$ cat src/rtl/rr_arbiter_n.sv
// rr_arbiter_n: N-requester arbiter with fixed-priority or round-robin policy,
// zero-bubble handoff between owners and an optional hold-time limit that
// preempts an owner which keeps the grant for MAX_HOLD consecutive cycles.
// All outputs come from flops; nothing on req reaches an output combinationally.
module rr_arbiter_n #(
  parameter int N        = 4,
  parameter int MODE     = 0,
  parameter int MAX_HOLD = 0
) (
  input  logic                              clk,
  input  logic                              rst,
  input  logic [N-1:0]                      req,
  output logic [N-1:0]                      gnt,
  output logic                              gnt_valid,
  output logic [((N > 1) ? $clog2(N) : 1)-1:0] gnt_id,
  output logic                              preempt
);

  localparam int IW = (N > 1) ? $clog2(N) : 1;
  localparam int HW = (MAX_HOLD > 0) ? $clog2(MAX_HOLD + 1) : 1;

  typedef enum logic {
    ST_IDLE  = 1'b0,
    ST_GRANT = 1'b1
  } state_t;

  state_t          state_q, state_d;
  logic [N-1:0]    gnt_q, gnt_d;
  logic            gnt_valid_q, gnt_valid_d;
  logic [IW-1:0]   gnt_id_q, gnt_id_d;
  logic            preempt_q, preempt_d;
  logic [HW-1:0]   hold_cnt_q, hold_cnt_d;
  logic [IW-1:0]   ptr_q, ptr_d;

  logic [IW-1:0]   start_s;
  logic            owner_req_s;
  logic            expired_s;
  logic [N-1:0]    masked_req_s;
  logic            found_s;
  logic [IW-1:0]   win_s;
  logic            load_s;
  logic            idle_s;
  logic [IW-1:0]   load_id_s;

  // Search r starting at index 'start', wrapping N-1 -> 0; returns {found, index}.
  function automatic logic [IW:0] pick(input logic [N-1:0] r, input logic [IW-1:0] start);
    logic          found;
    logic [IW-1:0] win;
    logic [IW:0]   j;
    found = 1'b0;
    win   = '0;
    for (int k = 0; k < N; k++) begin
      j = {1'b0, start} + (IW+1)'(k);
      if (j >= (IW+1)'(N)) begin
        j = j - (IW+1)'(N);
      end else begin
        j = j;
      end
      if (!found && r[j[IW-1:0]]) begin
        found = 1'b1;
        win   = j[IW-1:0];
      end else begin
        found = found;
      end
    end
    return {found, win};
  endfunction

  // Arbitration inputs: search origin, expiry detection and owner masking.
  always_comb begin
    start_s      = (MODE == 1) ? ptr_q : '0;
    owner_req_s  = req[gnt_id_q];
    expired_s    = (MAX_HOLD > 0) && (state_q == ST_GRANT) && owner_req_s &&
                   (hold_cnt_q == HW'(MAX_HOLD));
    masked_req_s = req;
    if (expired_s) begin
      masked_req_s[gnt_id_q] = 1'b0;
    end else begin
      masked_req_s = req;
    end
    {found_s, win_s} = pick(masked_req_s, start_s);
  end

  // Next-state: decide keep / load new owner / go idle, then build the next register values.
  always_comb begin
    state_d     = state_q;
    gnt_d       = gnt_q;
    gnt_id_d    = gnt_id_q;
    hold_cnt_d  = hold_cnt_q;
    ptr_d       = ptr_q;
    preempt_d   = 1'b0;
    load_s      = 1'b0;
    idle_s      = 1'b0;
    load_id_s   = win_s;

    case (state_q)
      ST_IDLE: begin
        if (found_s) begin
          load_s = 1'b1;
        end else begin
          idle_s = 1'b1;
        end
      end
      ST_GRANT: begin
        if (owner_req_s && !expired_s) begin
          // Owner keeps the grant; count saturates at the limit.
          if ((MAX_HOLD > 0) && (hold_cnt_q != HW'(MAX_HOLD))) begin
            hold_cnt_d = hold_cnt_q + HW'(1);
          end else begin
            hold_cnt_d = hold_cnt_q;
          end
        end else if (expired_s && !found_s) begin
          // Limit reached but nobody else wants it: re-grant the same owner.
          load_s    = 1'b1;
          load_id_s = gnt_id_q;
        end else if (found_s) begin
          // Handoff on this edge; flag a preemption if the owner still wanted it.
          load_s    = 1'b1;
          preempt_d = expired_s;
        end else begin
          idle_s = 1'b1;
        end
      end
      default: begin
        idle_s = 1'b1;
      end
    endcase

    if (load_s) begin
      state_d            = ST_GRANT;
      gnt_d              = '0;
      gnt_d[load_id_s]   = 1'b1;
      gnt_id_d           = load_id_s;
      hold_cnt_d         = (MAX_HOLD > 0) ? HW'(1) : '0;
      if (MODE == 1) begin
        ptr_d = (load_id_s == IW'(N - 1)) ? '0 : load_id_s + IW'(1);
      end else begin
        ptr_d = '0;
      end
    end else if (idle_s) begin
      state_d    = ST_IDLE;
      gnt_d      = '0;
      gnt_id_d   = '0;
      hold_cnt_d = '0;
    end else begin
      state_d = state_d;
    end

    gnt_valid_d = (state_d == ST_GRANT);
  end

  // State and output registers with synchronous reset.
  always_ff @(posedge clk) begin
    if (rst) begin
      state_q     <= ST_IDLE;
      gnt_q       <= '0;
      gnt_valid_q <= 1'b0;
      gnt_id_q    <= '0;
      preempt_q   <= 1'b0;
      hold_cnt_q  <= '0;
      ptr_q       <= '0;
    end else begin
      state_q     <= state_d;
      gnt_q       <= gnt_d;
      gnt_valid_q <= gnt_valid_d;
      gnt_id_q    <= gnt_id_d;
      preempt_q   <= preempt_d;
      hold_cnt_q  <= hold_cnt_d;
      ptr_q       <= ptr_d;
    end
  end

  assign gnt       = gnt_q;
  assign gnt_valid = gnt_valid_q;
  assign gnt_id    = gnt_id_q;
  assign preempt   = preempt_q;

endmodule

$ cat config.mk
export PLATFORM = sky130hd
export DESIGN_NAME = rr_arbiter_n
export DESIGN_NICKNAME = d
export VERILOG_FILES = /design/src/rtl/rr_arbiter_n.sv
export SDC_FILE = /design/constraint.sdc
export NUM_CORES = 1
export LEC_CHECK = 0
export CORE_AREA = 2 2 39 41
export DETAILED_ROUTE_END_ITERATION = 8
export DIE_AREA = 0 0 41 43
export GPL_ROUTABILITY_DRIVEN = 0
export PLACE_DENSITY_LB_ADDON = 0.15
export SETUP_SLACK_MARGIN = 0.2
export SKIP_LAST_GASP = 1
export SLEW_MARGIN = 20
export SYNTH_ARGS = -nofsm -noshare
export SYNTH_HDL_FRONTEND = slang
export SYNTH_SLANG_ARGS = --single-unit
$ cat constraint.sdc
create_clock -name clk -period 2.3 [get_ports clk]
set_input_delay 0.23 -clock clk [delete_from_list [all_inputs] [get_ports clk]]
set_output_delay 0.23 -clock clk [all_outputs]
set_load 0.05 [all_outputs]
# Word level (Yosys, flattened, before mapping)
# Index checks and enable logic that the tools add are counted.
[op_classes] order_cmp=3 muxes=23 reduce_logical=8 n_bitwise=1
[ops] operator="two-way mux 1 bit" n=13
[ops] operator="two-way mux 2 bit" n=4
[ops] operator="two-way mux 4 bit" n=2
[ops] operator="< comparator 2 x 3 -> 1 bit (second input constant)" n=2
[ops] operator="logical AND 1 bit" n=4
[ops] operator="case mux 1 bit (2 select lines)" n=2
[ops] operator="logical NOT 1 bit" n=3
[ops] operator="binary-select mux 1 bit (select 2 bit)" n=1
[ops] operator="demux 1 bit (select 2 bit)" n=1
[ops] operator=">= comparator 2 x 1 -> 1 bit (second input constant)" n=1
[ops] operator="nonzero test 2 bit" n=1
[ops] operator="NOT 1 bit" n=1
[totals] in_bits=6 word_cells=38 out_inout_bits=8 ff_bits=7

# Depth between registers and ports, before layout
# Gate-level depths: netlist of run 1.
[logic_depth] depth_word=15 depth_mapped=3 ltp_nobuf=3

# Worst setup path before layout of run 1
# Ideal clock, no wire load.
[synth_timing] path_kind="register to register" start="register gnt_id_q[0], in the netlist gnt_id[0]" end="register gnt_q[1], in the netlist gnt[1]" setup_ns=0.072 path_buffers=0 period_less_slack_ns=1.400 t_arrival_ns=1.328 stages_incl_launch_ff=4 path_slack_ns=0.900 required_time_ns=2.228 path_cell_list="dfxtp_1 mux2i_1 o22a_2 mux2i_1"
[synth_via] elab_chain_len=5 elab_cells_between_ends=8 classes_between="7 x mux; 1 x reduce/logical"
[synth_rtl] item="from (decl)" line_no="30" rtl="logic [IW-1:0] gnt_id_q, gnt_id_d;"
[synth_rtl] item="from (signal assigned)" line_no="166" rtl="gnt_id_q <= gnt_id_d;"
[synth_rtl] item="binary-select mux 1 bit (select 2 bit) *" line_no="72" rtl="owner_req_s = req[gnt_id_q];"
[synth_rtl] item="two-way mux 1 bit (not written as such) *" line_no="72"
[synth_rtl] item="two-way mux 1 bit" line_no="105" rtl="if (owner_req_s && !expired_s) begin"
[synth_rtl] item="case mux 1 bit (2 select lines)" line_no="96" rtl="case (state_q)"
[synth_rtl] item="two-way mux 4 bit / nonzero test 2 bit (equally long branches)"
[synth_rtl] item="to (signal assigned)" line_no="164" rtl="gnt_q <= gnt_d;"
[synth_rtl] item="to (decl)" line_no="28" rtl="logic [N-1:0] gnt_q, gnt_d;"
# Every way passes the cells marked *; elsewhere a longest branch is shown, timed or not. The select of a mux whose other input is x is not followed.
# A chain may end at the register's enable or synchronous reset.

# Worst setup path after layout of run 1
[layout_timing] start="register gnt_id_q[0], in the netlist gnt_id[0]" end="output gnt_id[0] in the netlist's numbering"
[layout_lines] item="to (decl)" line_no="15" rtl="output logic [((N > 1) ? $clog2(N) : 1)-1:0] gnt_id,"
# No word-level cell between the ends.

==> impl_results.md, run 1 <==
* Status: finished, final reports clean
* Nets at 60
* Slew HR at 0.667
* Seq pwr share at 0.409
* Design Power at 0.000323 W
* Vias in the first global route at 306
* Total GRT Usage at 0.106
* Clock buffer count from CTS at 3
* Detailed router's first-iteration violation count at 6
* Clk slew on worst S/H paths at 0.06 ns
* RSZ-0062 raised after global routing: no
* Synth Warn # at 0
* Critical path type: flip-flop to output pin
* Initial Utilization at 0.266
* Worst path bufs/invs at 1
* Core ar. at 0.00138 mm2
* Crit-path slowest cell: clkdlybuf4s50_1
* CP delay by family, top: buffers and inverters
* Non-Filler Instances at 69
* Post-Syn Instances at 39
* Mapped Nets at 45
* CP arrival at 1.49 ns
* CTS tree: built
* Via count at 307
* Die area at 0.00176 mm2
* Largest cells by area after synthesis: dfxtp_1 38%, mux2i_1 19%, nand2b_1 10%, nand2b_4 3.7%, a211o_2 2.7%
* XOR/XNOR share of the synthesized area at 0
* ANT nets after route at 0
* Antenna Cells at 0
* Compound-Gate Fraction of Synth Area at 0.112
* Worst vdd ir at 0.210 mV
* Largest net degree at the start of global routing at 13
* Synth Register Bits at 7
* Most common cell after layout, fill and taps aside: clkdlybuf4s50_1
* Leakage dissipation at 0.203 nW
* CP cell instances: clkdlybuf4s50_1
* Max Freq at 0.582 GHz
* Largest family of logic cells by synthesized area: simple AND/OR/NAND/NOR gates
* Fraction of layout cells with a size suffix above 1 at 0.132
* Tmin final at 1.72 ns
* Post-DR vias/cell at 4.45
* Post-synth top area share at 0.381
* Floorplan row count at 14
* Int Pwr at 0.000227 W
* Ports at 14
* Post-synthesis mux area share at 0.190
* Yosys cell types at 20
* Worst-path fanout max at 4
* Combinational Power Share at 0.241
* Drt drc at 0
* Sw Ratio at 0.298
* DP HPWL at 557 um
* Root buffer cell: clkbuf_4
* Congestion Overflow GR at 0
* Simple-Gate Fraction of Synth Area at 0.265
* Total of max-cap violations at 0
* Worst EP required at 2.07 ns
* Post-synthesis adder-cell area fraction at 0
* Post-CTS resize count at 0
* Cell count after placement at 65
* Slew @ Worst Pin at 0.498 ns
* Critical Path Source Type: flip-flop
* Finish-stage setup viols at 0
* Type of the worst min-delay path: flip-flop to flip-flop
* Hold Vio Cnt, Final at 0
* Fin crit share at 0.747
* CTS Hold Buffers Added at 0
* Sw power at 0.0000963 W
* Cell Pwr Density at 617 mW/mm2
* Global-route wire length before repair at 1.21 mm
* Slew Viols, Final at 0
* DR pass1 iterations at 2
* Input/output buffers at 12
* Syn avg cell area at 9.43 um2
* Post-Route WL at 716 um
* CTS H-tree depth at 1
* Area leader, netlist: dfxtp_1
* CP max stage delay at 0.83 ns
* CTS sink count at 7
* Setup Skew at 0.00417 ns
* Routed WL per cell at 10.4 um
* Filler instances at 148
* Setup TNS at 0 ns
* Worst setup EP type: output pin
* Postcts setup bufs at 0
* Layout area overhead at 42.2%
* Die width at 41 um
* Most frequent cells in the layout: 12 x clkdlybuf4s50_1, 7 x mux2i_1, 7 x dfxtp_1, 6 x nand2b_1, 3 x clkbuf_4
* Antenna violations before repair at 0
* Post-Syn Area at 368 um2
* Sequential element share of the synthesized area at 0.381
* DIE HEIGHT at 43 um
* CTS Buffer Depth at 2
* Clock Latency Late Sink at 0.25 ns
* Clk network pwr share at 0.350
==> area by class of cell <==
cell class,instances,area [um2],area share
multi-input cells,29,213,0.407
flip-flops and latches,7,140,0.268
repair buffers,12,120,0.230
clock buffers,4,26.3,0.0502
well taps,16,20.0,0.0383
inverters,1,3.75,0.00718
==> stage by stage <==
step | setup WS (ns) | hold slack, ns | area (um2) | util
after floorplan | 0.900 | 0.386 | 368 | -
after global placement | 0.815 | 0.465 | 497 | 0.359
after detailed placement | 0.762 | 0.472 | 497 | 0.359
after CTS | 0.573 | 0.477 | 523 | 0.378
after global routing | 0.507 | 0.500 | 523 | 0.378
final | 0.582 | 0.468 | 523 | 0.378
==> power by group through the flow <==
| stage | Sequential [W] | Combinational, W | Clock [W] |
|---|---|---|---|
| 4_1_cts | 0.000132 | 0.0000781 | 0.000117 |
| 6_report | 0.000132 | 0.0000777 | 0.000113 |
| 3_5_place_dp | 0.000135 | 0.0000778 | 0 |
| 5_1_grt | 0.000133 | 0.0000835 | 0.000127 |
| 3_3_place_gp | 0.000134 | 0.0000776 | 0 |
| 2_1_floorplan | 0.000156 | 0.0000300 | 0 |
==> state kept, by name (all words and copies together) (netlist names) <==
register and flops:
gnt 4, gnt_valid 1, gnt_id 2
==> path summary, 6_finish.rpt <==
check            start   endpoint  slack [ns]  depth (start not counted)
min             gnt[2]     gnt[2]        0.47                          2
min reg2reg     gnt[2]     gnt[2]        0.47                          2
max          gnt_id[0]  gnt_id[0]        0.58                          1
max reg2reg  gnt_id[0]     gnt[1]        1.10                          3
==> layer usage <==
layer	wire, um	GRT usage	vias to the layer above
li1	-	-	160
met1	339	0.133	140
met2	356	0.144	7
met3	21	0.0314	0
met4	0	0.0800	0
met5	0	0	-
==> cells in the mapped netlist <==
library cell	instances
a211o_2	1
a21oi_1	2
buf_4	1
clkbuf_1	1
conb_1	1
dfxtp_1	7
inv_1	1
mux2i_1	7
nand2_1	1
nand2b_1	6
nand2b_4	1
nand3b_1	1
nor2_1	2
o21ai_0	1
o22a_2	1
o22ai_1	1
or2_2	1
or2b_1	1
or3_1	1
or4_1	1
==> logic make-up (layout without fill, tap and decap cells) <==
kind of cell,count (synthesis),in the layout
AOI/OAI and AO/OA,6,6
other,1,1
buffers and inverters,3,17
and+or+nand+nor,15,15
muxes,7,7
DFF,7,7
No activity file was read; power rests on OpenSTA's default activity.
==> inputs of run 2 (changes only) <==
==> constraint.sdc (replaced) <==
create_clock -name clk -period 1.8 [get_ports clk]
set_input_delay 0.18 -clock clk [delete_from_list [all_inputs] [get_ports clk]]
set_output_delay 0.18 -clock clk [all_outputs]
set_load 0.05 [all_outputs]
==> impl_results.md, run 2 (synthesis gave the netlist of run 1 again) <==
* Status: finished, final reports clean (unchanged)
* Root buffer cell: clkbuf_4 (unchanged)
* Max reg flops at 4 (unchanged)
* RSZ-0062 raised after global routing: no (unchanged)
* Congestion Overflow GR at 0 (unchanged)
* Tmin final at 1.56 ns
* CTS Buffer Depth at 2 (unchanged)
* Clk slew on worst S/H paths at 0.06 ns (about the same)
* Leakage dissipation at 0.266 nW (was 0.203 nW)
* Routed WL per cell at 10.5 um (was 10.4 um)
* Most frequent cells in the layout: 7 x mux2i_1, 7 x dfxtp_1, 7 x clkdlybuf4s50_1, 6 x nand2b_1, 4 x dlymetal6s2s_1 (was 12 x clkdlybuf4s50_1, 7 x mux2i_1, 7 x dfxtp_1, 6 x nand2b_1, 3 x clkbuf_4)
* Filler instances at 148 (unchanged)
* Worst EP required at 1.62 ns (was 2.07 ns)
* Worst Setup SP: gnt[2] (was gnt_id[0])
* Cell Pwr Density at 778 mW/mm2 (was 617 mW/mm2)
* Setup Skew at 0.00261 ns (was 0.00417 ns)
* Slew @ Worst Pin at 0.504 ns (was 0.498 ns)
* Initial Utilization at 0.266 (unchanged)
* Floorplan row count at 14 (unchanged)
* Type of the worst min-delay path: flip-flop to flip-flop (unchanged)
* DR pass1 iterations at 2 (unchanged)
* Total of max-cap violations at 0 (unchanged)
* Input/output buffers at 12 (unchanged)
* CP arrival at 1.38 ns (was 1.49 ns)
* CTS tree: built (unchanged)
* Die width at 41 um (unchanged)
* Critical Path Source Type: flip-flop (unchanged)
* Clock buffer count from CTS at 3 (unchanged)
* Fraction of layout cells with a size suffix above 1 at 0.132 (unchanged)
* Worst vdd ir at 0.267 mV (was 0.210 mV)
* CP cell instances: clkdlybuf4s50_1 (unchanged)
* Drt drc at 0 (unchanged)
* Reg-to-reg startpoint: gnt_id[0] (unchanged)
* Detailed router's first-iteration violation count at 5 (was 6)
* Ports at 14 (unchanged)
* Die area at 0.00176 mm2 (unchanged)
* Final core occ at 0.384 (was 0.378)
* CP delay by family, top: buffers and inverters (unchanged)
* Fin crit share at 0.865
* CP max stage delay at 0.80 ns (was 0.83 ns)
* Slew Viols, Final at 0 (unchanged)
* Post-Route WL at 727 um (was 716 um)
* Post-DR vias/cell at 4.38 (was 4.45)
* ANT nets after route at 0 (unchanged)
* Worst-path fanout max at 2 (was 4)
* Core ar. at 0.00138 mm2 (unchanged)
* Setup TNS at 0 ns (unchanged)
* Via count at 302 (was 307)
* Max Freq at 0.642 GHz
* CTS Hold Buffers Added at 0 (unchanged)
* DIE HEIGHT at 43 um (unchanged)
* Clock Latency Late Sink at 0.25 ns (about the same)
* CTS sink count at 7 (unchanged)
* Critical path type: flip-flop to output pin (unchanged)
* Largest net degree at the start of global routing at 13 (unchanged)
* Vias in the first global route at 315 (was 306)
* Slew HR at 0.663 (was 0.667)
* Total GRT Usage at 0.112 (was 0.106)
* Global-route wire length before repair at 1.28 mm (was 1.21 mm)
* Worst setup EP type: output pin (unchanged)
* Nets at 60 (unchanged)
* Antenna Cells at 0 (unchanged)
* CTS H-tree depth at 1 (unchanged)
* Layout area overhead at 44.6% (was 42.2%)
* Crit-path slowest cell: clkdlybuf4s50_1 (unchanged)
* Hold Vio Cnt, Final at 0 (unchanged)
* Finish-stage setup viols at 0 (unchanged)
* Antenna violations before repair at 0 (unchanged)
* Worst path bufs/invs at 1 (unchanged)
* Hold Path Origin: gnt[0] (was gnt[2])
-- run 2: cell types whose count changed in the layout (fill, tap and decap cells not counted) --
| cell | previous run | this run |
|---|---|---|
| clkdlybuf4s50_1 | 12 | 7 |
| dlymetal6s2s_1 | 0 | 4 |
| dlygate4sd2_1 | 0 | 1 |
-- run 2: power breakdown --
part,internal (W),leakage (nW),switching (W),total [W]
registers,0.000163,0.0576,0.00000543,0.000169
logic,0.0000401,0.193,0.0000572,0.0000973
clock network,0.0000849,0.0150,0.0000628,0.000148
total,0.000288,0.266,0.000125,0.000414
-- run 2: area by class of cell --
type	instances	area [um2]	share of cell area
clock buffer	4	26.3	0.0494
multi-input combinational	29	213	0.400
inverter	1	3.75	0.00706
tap	16	20.0	0.0376
sequential	7	140	0.264
timing repair buffer	12	129	0.242
-- run 2: path summary, 6_finish.rpt --
path              endpoint  depth (start not counted)  slack, ns
setup / recovery    gnt[2]                          1       0.24
hold / removal      gnt[0]                          2       0.47
setup reg to reg    gnt[1]                          3       0.61
hold reg to reg     gnt[0]                          2       0.47
-- run 2: what timing repair did --
item,in CTS,in global routing
endpoints found under the setup margin,1,4
gates resized for setup,1,4
endpoints found under the hold margin,0,0
setup buffers,0,0
pin swaps,0,0
-- run 2: per-layer routing --
layer / part of all wire / GRT usage / vias to the layer above
met2: 0.48 / 0.138 / 9
met5: 0 / 0 / -
li1: - / - / 160
met4: 0 / 0.0800 / 0
met1: 0.46 / 0.149 / 133
met3: 0.066 / 0.0471 / 0
-- run 2: metrics by stage --
stage                     total power [W]  std cells  cell area, um2  setup WS, ns  hold WS [ns]
after floorplan                  0.000238         39             368         0.400         0.336
after CTS                        0.000422         69             522         0.204         0.483
final                            0.000414         69             532         0.242         0.474
after global routing             0.000437         69             532         0.212         0.501
after global placement           0.000271         65             497         0.365         0.465
after detailed placement         0.000271         65             497         0.313         0.468
-- run 2: worst register-to-register path, cell delays in order, from the launching register on --
cell and delay (ns):
dfxtp_1 0.41, mux2i_1 0.30, o22a_2 0.23, mux2i_1 0.18
==> inputs of run 3 (changes only) <==
==> constraint.sdc (replaced) <==
create_clock -name clk -period 1.32 [get_ports clk]
set_input_delay 0.132 -clock clk [delete_from_list [all_inputs] [get_ports clk]]
set_output_delay 0.132 -clock clk [all_outputs]
set_load 0.05 [all_outputs]
==> impl_results.md, run 3 (synthesis gave the netlist of run 1 again) <==
* Status: finished, final reports clean (unchanged)
* DP Worst Slack at -0.0878 ns (was 0.313 ns)
* Via count at 331 (was 302)
* CTS tree: built (unchanged)
* Hold Path Origin: req[1] (was gnt[0])
* Global-route wire length before repair at 1.44 mm (was 1.28 mm)
* Sw power at 0.000178 W (was 0.000125 W)
* Worst hold slack at 0.292 ns (was 0.474 ns)
* Root buffer cell: clkbuf_4 (unchanged)
* Critical path type: flip-flop to flip-flop (was flip-flop to output pin)
* Setup Skew at 0.00255 ns (was 0.00261 ns)
* Nets at 66 (was 60)
* Reg area at 151 um2 (was 140 um2)
* Max Freq at 0.891 GHz
* Worst-path fanout max at 4 (was 2)
* Floorplan row count at 14 (unchanged)
* Clk network pwr share at 0.317 (was 0.357)
* Design Power at 0.000608 W (was 0.000414 W)
* Setup TNS at 0 ns (unchanged)
* Congestion Overflow GR at 0 (unchanged)
* Largest net degree at the start of global routing at 8 (was 13)
* Die width at 41 um (unchanged)
* Int Pwr at 0.000431 W (was 0.000288 W)
* DIE HEIGHT at 43 um (unchanged)
* Max reg flops at 4 (unchanged)
* CP max stage delay at 0.38 ns (was 0.80 ns)
* Crit-path slowest cell: dfxtp_4 (was clkdlybuf4s50_1)
* CP arrival at 1.30 ns (was 1.38 ns)
* Setup slack, reg-to-reg at 0.20 ns (was 0.61 ns)
* Post-route setup slack at 0.198 ns (was 0.242 ns)
* RSZ-0062 raised after global routing: yes (was no)
* Multi-input logic area at 235 um2 (was 213 um2)
* Routed WL per cell at 10.6 um (was 10.5 um)
* Total GRT Usage at 0.125 (was 0.112)
* Sw Ratio at 0.292 (was 0.303)
* Tmin final at 1.12 ns
* CTS sink count at 7 (unchanged)
* Finish-stage setup viols at 0 (unchanged)
* Clock buffer count from CTS at 3 (unchanged)
* Final core occ at 0.490 (was 0.384)
* Vias in the first global route at 361 (was 315)
* Ports at 14 (unchanged)
* Detailed router's first-iteration violation count at 3 (was 5)
* Most frequent cells in the layout: 7 x buf_12, 6 x nand2b_1, 6 x buf_4, 5 x mux2i_1, 4 x dfxtp_1 (was 7 x mux2i_1, 7 x dfxtp_1, 7 x clkdlybuf4s50_1, 6 x nand2b_1, 4 x dlymetal6s2s_1)
* Post-DR vias/cell at 4.41 (was 4.38)
* Critical Path Source Type: flip-flop (unchanged)
* Fin crit share at 0.850
* Hold Vio Cnt, Final at 0 (unchanged)
* Reg-to-reg startpoint: gnt_id[0] (unchanged)
* Layout area overhead at 84.4% (was 44.6%)
* Total of max-cap violations at 0 (unchanged)
* CTS Hold Buffers Added at 0 (unchanged)
* Worst vdd ir at 0.510 mV (was 0.267 mV)
* RR Endpoint: gnt[1] (unchanged)
* Core ar. at 0.00138 mm2 (unchanged)
* Die area at 0.00176 mm2 (unchanged)
* Hold EP: gnt_valid (was gnt[0])
* DP HPWL at 677 um
* Worst setup EP type: flip-flop (was output pin)
* Filler instances at 126 (was 148)
* Antenna violations before repair at 0 (unchanged)
* Drt drc at 0 (unchanged)
* Antenna Cells at 0 (unchanged)
* Fraction of layout cells with a size suffix above 1 at 0.441 (was 0.132)
* Post-Route WL at 798 um (was 727 um)
* Cell Pwr Density at 897 mW/mm2 (was 778 mW/mm2)
* DR pass1 iterations at 3 (was 2)
* Clock Latency Late Sink at 0.25 ns (about the same)
* Hold path cells at 3 (was 2)
* CTS H-tree depth at 1 (unchanged)
* Input/output buffers at 12 (unchanged)
* FF-to-FF path depth at 3 (unchanged)
* Clk slew on worst S/H paths at 0.05 ns (was 0.06 ns)
* Initial Utilization at 0.266 (unchanged)
* Leakage dissipation at 0.302 nW (was 0.266 nW)
* Seq pwr share at 0.386 (was 0.408)
* ANT nets after route at 0 (unchanged)
* Combinational Power Share at 0.297 (was 0.235)
* Worst EP required at 1.49 ns (was 1.62 ns)
* Type of the worst min-delay path: input port to flip-flop (was flip-flop to flip-flop)
* CP cell instances: mux2i_4 > o22a_2 > mux2i_1 (was clkdlybuf4s50_1)
* Most common cell after layout, fill and taps aside: buf_12
* Slew Viols, Final at 0 (unchanged)
* CTS Buffer Depth at 2 (unchanged)
## run 3: cell types whose count changed in the layout (fill, tap and decap cells not counted), moves of 2 or more
cell             change
buf_12               +7
buf_4                +6
clkdlybuf4s50_1      -6
dfxtp_1              -3
dfxtp_4              +3
mux2i_1              -2
## run 3: final cells by class
cell class / instances / area share
well taps: 16 / 0.0295
multi-input cells: 29 / 0.347
flip-flops and latches: 7 / 0.223
inverters: 1 / 0.00554
clock buffers: 4 / 0.0387
repair buffers: 18 / 0.356
## run 3: power by group through the flow
stage	registers [W]	clock network, W	logic [W]
2_1_floorplan	0.000270	0	0.0000522
3_3_place_gp	0.000238	0	0.000169
3_5_place_dp	0.000239	0	0.000171
4_1_cts	0.000235	0.000200	0.000175
5_1_grt	0.000236	0.000223	0.000193
6_report	0.000235	0.000193	0.000180
## run 3: routing by layer
metal / wire length, um / share of wire / GRT usage / up-vias
met1: 314 / 0.39 / 0.134 / 150
met5: 0 / 0 / 0 / -
met3: 26 / 0.033 / 0.0314 / 2
met4: 11 / 0.014 / 0.100 / 0
li1: - / - / - / 172
met2: 444 / 0.56 / 0.194 / 7
## run 3: repair_timing
action,4_1_cts,5_1_grt
setup endpoints to repair,4,5
resized for setup,3,5
pin swaps,0,1
buffers inserted,0,1
## run 3: worst max-delay path by stage
| stage | start | to | slack (ns) |
|---|---|---|---|
| after global routing | gnt_id[0] | gnt[2] | 0.12 |
| after global placement | req[2] | gnt[3] | -0.04 |
| final | gnt_id[0] | gnt[1] | 0.20 |
| after floorplan | gnt_id[0] | gnt[1] | 0.19 |
| after detailed placement | req[3] | gnt[3] | -0.09 |
| after CTS | gnt_id[0] | gnt[1] | 0.17 |
## run 3: through the flow
| step | instances | cell area, um2 |
|---|---|---|
| 3_3_place_gp | 70 | 616 |
| 3_5_place_dp | 70 | 616 |
| 2_1_floorplan | 39 | 379 |
| 5_1_grt | 75 | 678 |
| 6_report | 75 | 678 |
| 4_1_cts | 74 | 651 |
## run 3: critical path, delay by kind of cell, from the launching register on
kind	cells	cell delay, ns
multiplexers	2	0.44
flip-flops	1	0.38
AO/OA/AOI/OAI	1	0.23
